[config.mk]
export PLATFORM = sky130hd
export DESIGN_NAME = video_timing_pattern_gen
export DESIGN_NICKNAME = d
export VERILOG_FILES = /design/src/rtl/video_timing_pattern_gen.sv
export SDC_FILE = /design/constraint.sdc
export NUM_CORES = 1
export LEC_CHECK = 0
export CAP_MARGIN = 20
export CORE_MARGIN = 2
export CORE_UTILIZATION = 30
export CTS_CLUSTER_DIAMETER = 100
export DETAILED_ROUTE_END_ITERATION = 10
export PLACE_DENSITY = 0.5
export SLEW_MARGIN = 20
export SYNTH_ARGS = -nofsm -noshare
export SYNTH_HDL_FRONTEND = slang
export SYNTH_SLANG_ARGS = --single-unit
[constraint.sdc]
create_clock -name clk -period 2.2 [get_ports clk]
set_clock_uncertainty 0.1 [all_clocks]
set_input_delay 0.55 -clock clk [delete_from_list [all_inputs] [get_ports clk]]
set_output_delay 0.55 -clock clk [all_outputs]
set_load 0.02 [all_outputs]
[src/rtl/video_timing_pattern_gen.sv]
// Programmable raster timing generator (vsync/hsync/valid) with a test-pattern pixel stream.
// Frames always run to completion once started; enable only decides whether another frame follows.
module video_timing_pattern_gen #(
  parameter int unsigned DW       = 8,
  parameter int unsigned H_SYNC   = 40,
  parameter int unsigned H_BACK   = 220,
  parameter int unsigned H_DISP   = 1280,
  parameter int unsigned H_FRONT  = 110,
  parameter int unsigned V_SYNC   = 5,
  parameter int unsigned V_BACK   = 20,
  parameter int unsigned V_DISP   = 720,
  parameter int unsigned V_FRONT  = 5,
  parameter int unsigned CHK_LOG2 = 3
) (
  input  logic          clk,
  input  logic          rst_n,
  input  logic          enable,
  input  logic [1:0]    mode,
  input  logic [DW-1:0] const_val,
  output logic          post_img_vsync,
  output logic          post_img_hsync,
  output logic          post_img_valid,
  output logic [DW-1:0] post_img_data,
  output logic [15:0]   frame_cnt,
  output logic          busy
);

  localparam int unsigned H_TOTAL = H_SYNC + H_BACK + H_DISP + H_FRONT;
  localparam int unsigned V_TOTAL = V_SYNC + V_BACK + V_DISP + V_FRONT;
  localparam int unsigned HW      = (H_TOTAL > 1) ? $clog2(H_TOTAL) : 1;
  localparam int unsigned VW      = (V_TOTAL > 1) ? $clog2(V_TOTAL) : 1;
  localparam int unsigned H_ACT0  = H_SYNC + H_BACK;
  localparam int unsigned H_ACT1  = H_ACT0 + H_DISP;
  localparam int unsigned V_ACT0  = V_SYNC + V_BACK;
  localparam int unsigned V_ACT1  = V_ACT0 + V_DISP;
  localparam int unsigned CW      = (DW > CHK_LOG2 + 1) ? DW : CHK_LOG2 + 1;
  localparam logic [HW-1:0] H_LAST = HW'(H_TOTAL - 1);
  localparam logic [VW-1:0] V_LAST = VW'(V_TOTAL - 1);

  typedef enum logic [1:0] {IDLE, RUN, DRAIN} state_e;

  state_e        state_q, state_d;
  logic [HW-1:0] h_q, h_d;
  logic [VW-1:0] v_q, v_d;
  logic [1:0]    mode_q, mode_d;
  logic [DW-1:0] cval_q, cval_d;
  logic          vsync_q, vsync_d;
  logic          hsync_q, hsync_d;
  logic          valid_q, valid_d;
  logic [DW-1:0] data_q, data_d;
  logic [15:0]   frame_q, frame_d;

  logic          active, last_pix, frame_start, in_act;
  logic [CW-1:0] x_w, y_w;
  logic [DW-1:0] pix;

  always_comb begin
    state_d = state_q;
    h_d     = h_q;
    v_d     = v_q;
    mode_d  = mode_q;
    cval_d  = cval_q;
    frame_d = frame_q;
    pix     = '0;

    active      = (state_q != IDLE);
    last_pix    = (h_q == H_LAST) && (v_q == V_LAST);
    frame_start = (h_q == '0) && (v_q == '0);

    unique case (state_q)
      IDLE:    if (enable) state_d = RUN;
      RUN:     if (last_pix) state_d = enable ? RUN : IDLE;
               else if (!enable) state_d = DRAIN;
      DRAIN:   if (last_pix) state_d = IDLE;
               else if (enable) state_d = RUN;
      default: state_d = IDLE;
    endcase

    if (active) begin
      if (h_q == H_LAST) begin
        h_d = '0;
        v_d = (v_q == V_LAST) ? '0 : v_q + 1'b1;
      end else begin
        h_d = h_q + 1'b1;
      end
    end else begin
      h_d = '0;
      v_d = '0;
    end

    // Pattern controls are sampled only at the frame origin so a frame is never mixed.
    if (active && frame_start) begin
      mode_d = mode;
      cval_d = const_val;
    end

    if (active && last_pix) frame_d = frame_q + 16'd1;

    x_w    = CW'(32'(h_q) - H_ACT0);
    y_w    = CW'(32'(v_q) - V_ACT0);
    in_act = (32'(h_q) >= H_ACT0) && (32'(h_q) < H_ACT1) &&
             (32'(v_q) >= V_ACT0) && (32'(v_q) < V_ACT1);

    unique case (mode_q)
      2'd0:    pix = x_w[DW-1:0];
      2'd1:    pix = y_w[DW-1:0];
      2'd2:    pix = (x_w[CHK_LOG2] ^ y_w[CHK_LOG2]) ? '1 : '0;
      default: pix = cval_q;
    endcase

    vsync_d = active && (32'(v_q) < V_SYNC);
    hsync_d = active && (32'(h_q) < H_SYNC);
    valid_d = active && in_act;
    data_d  = valid_d ? pix : '0;
  end

  always_ff @(posedge clk or negedge rst_n) begin
    if (!rst_n) begin
      state_q <= IDLE;
      h_q     <= '0;
      v_q     <= '0;
      mode_q  <= '0;
      cval_q  <= '0;
      vsync_q <= 1'b0;
      hsync_q <= 1'b0;
      valid_q <= 1'b0;
      data_q  <= '0;
      frame_q <= '0;
    end else begin
      state_q <= state_d;
      h_q     <= h_d;
      v_q     <= v_d;
      mode_q  <= mode_d;
      cval_q  <= cval_d;
      vsync_q <= vsync_d;
      hsync_q <= hsync_d;
      valid_q <= valid_d;
      data_q  <= data_d;
      frame_q <= frame_d;
    end
  end

  assign post_img_vsync = vsync_q;
  assign post_img_hsync = hsync_q;
  assign post_img_valid = valid_q;
  assign post_img_data  = data_q;
  assign frame_cnt      = frame_q;
  assign busy           = (state_q != IDLE);

endmodule

==> metrics <==
status completed; WP depth 1; proportion of layout cells with a drive suffix above 1 19.8%; DRC viols 0; Setup Viol. Count Final 0; first-pass GRT wire length 13000 µm; Pleak 1.86 nW; ranking of synthesized cells by area dfrtp_1, xnor2_1, ha_1; Die Wd 108 µm; Clk Latency, worst-skew pair 340 ps; Post-synth EDFFs 0; vias in the first global route 2579; Critical Path Source Type flop; DIE AREA 11600 µm²; Avg Inst Size Synth 9.99 µm²; DR vias/cell 4.80; Max IR drop VDD 347 µV; Yosys warnings 0; pre-CTS WS 7.51 ps; Boundary Pins 41; met3 Resource Use GR 2.91%; grt total ovfl 0; critical path class reg2out; worst-case clock buffer depth 2; worst-path maximum fanout 6; Post-Syn Area 3240 µm²; Global Route Usage Sum 14.5%; Slew Viols, Final 0; cell with the most instances after synthesis dfrtp_1; final worst slack 101 ps; Arrival @ worst endpoint 1450 ps; top cells by instance count after synthesis dfrtp_1, nor2_1, xnor2_1; post-detail-place hpwl 5590 µm; RSZ-0062 raised after global routing no; Rel. slew slack 65.4%; WL final 7720 µm; largest net degree at the start of global routing 61; Nets 420; TritonCTS clock tree yes; Synth area leader dfrtp_1; starting density of the core 31.1%; sequential fraction of the synthesis area 46.4%; main flop type after synthesis dfrtp_1; Multi-input gate area 1640 µm²; cts-stage hold buffer count 0; wire length per cell 14.4 µm; CP bufs+invs 1; max-cap violations 0; htree depth 3; die height 108 µm; fin util 40.9%; Pre-Repair DR Iteration Count 4; syn_nets 349; synth-to-layout area growth 31.6%; min cycle time layout 2100 ps; via count 2575; FILL cells 1027; CP delay by family, top buffers and inverters; Synth Instances 324; met1 GRT Util 20.2%; ys async rst share 100%; Distinct cells, synth 50; fin crit share 95.4%; clock-pin transition on the worst setup and hold timing paths 70 ps; hold slack 84.6 ps; final setup TNS 0 ps; WP data required 1550 ps; num rows 37; fmax 476 MHz; worst min-delay path category in2async; Num CTS Buffers 9; # diodes 0; total clock sinks 60; Worst Max-Slew Pin Slew 517 ps; number of port buffers 40; Placed Instances 515; non-filler cells, final 536; Reg2Reg Depth 6; CTS Root Buffer Type clkbuf_8; GR met2 Demand/Resource 21.7%; FF+latch count, synth 60; endpoints failing hold 0; Critical Path End Type output port; GP Congestion 0.769; CORE AREA 10400 µm²; DRT iter0 DRCs 71; initial antenna violation count 0; Post-DRT Antenna Nets 0; gr busiest metal met2; Reg area 1500 µm²; max incr delay on CP 650 ps; Worst path slowest cell clkdlybuf4s50_1; worst-path cell chain clkdlybuf4s50_1; top cell type's share of synthesized area 46.4%; Power Density 805 nW/µm²
-- stage by stage --
stage / total power, mW / cell area [µm²]
6_report: 3.43 / 4260
5_1_grt: 3.64 / 4260
4_1_cts: 3.42 / 4200
3_5_place_dp: 2.16 / 3950
3_3_place_gp: 2.14 / 3950
2_1_floorplan: 1.86 / 3240
-- kinds of logic (layout without fill, tap and decap cells) --
group | Yosys count | after routing | share of synthesized area (%)
adders and majority gates | 12 | 12 | 4.64
muxes | 11 | 11 | 3.83
xor gates and xnor gates | 41 | 41 | 11.1
buffers and inverters | 25 | 101 | 3.98
DFF | 60 | 60 | 46.4
and+or+nand+nor | 142 | 142 | 23.4
AOI/OAI and AO/OA | 33 | 33 | 6.72
-- final timing paths --
check | startpoint | end | slack (ps)
worst max register to register | h_q[3] | post_img_data[5] | 120
min in group clk | frame_cnt[11] | frame_cnt[11] | 380
worst min-delay path | rst_n | frame_cnt[1] | 80
worst max-delay path | frame_cnt[0] | frame_cnt[0] | 100
max in group asynchronous | rst_n | h_q[10] | 1610
worst min register to register | frame_cnt[11] | frame_cnt[11] | 380
-- where the power goes --
group          total [mW]  internal (mW)  switching, mW
registers            1.34           1.22          0.112
clock network        1.25          0.783          0.464
logic               0.849          0.417          0.432
-- state kept, by name, indices dropped and copies added (netlist names) --
register and flops:
state_q 2, post_img_data 8, frame_cnt 16, h_q 11, cval_q 8, post_img_hsync 1
post_img_valid 1, post_img_vsync 1, mode_q 2, v_q 10
-- final cells by class --
| type | count | area share [%] |
|---|---|---|
| Timing Repair Buffer | 75 | 15.7 |
| Clock buffer | 10 | 3.23 |
| Tap cell | 136 | 3.99 |
| Clock inverter | 6 | 2.61 |
| Inverter | 10 | 0.881 |
| Multi-Input combinational cell | 239 | 38.4 |
| Sequential cell | 60 | 35.2 |
-- timing repair --
action,4_1_cts,5_1_grt
pin swaps,1,7
endpoints found under the setup margin,3,13
setup buffers,0,5
resized for setup,2,6
-- routing by layer --
metal  wire (µm)  vias to the layer above
li1            -                     1274
met1        3770                     1247
met2        3560                       39
met3         224                       15
met4         162                        0
met5           0                        -
-- placed cells by master (no fill, tap or decap), types with 2 or more instances in the layout --
cell type,synthesis,final
a211oi_1,3,3
a21oi_1,8,8
a31oi_1,2,2
and3_1,11,11
buf_4,0,34
bufinv_16,0,3
clkbuf_8,0,10
clkdlybuf4s50_1,0,38
dfrtp_1,60,60
ha_1,12,10
ha_4,0,2
inv_1,10,8
inv_2,0,2
mux2_2,11,11
nand2_1,21,21
nand2b_1,7,7
nand3_1,13,13
nand4_1,15,15
nor2_1,39,38
nor3_1,13,13
nor3b_1,5,5
nor4_1,3,3
o21ai_0,5,5
o22ai_1,3,3
o31ai_1,2,2
or4_4,2,2
xnor2_1,27,27
xor2_1,14,14
(Power assumes the default switching activity.)
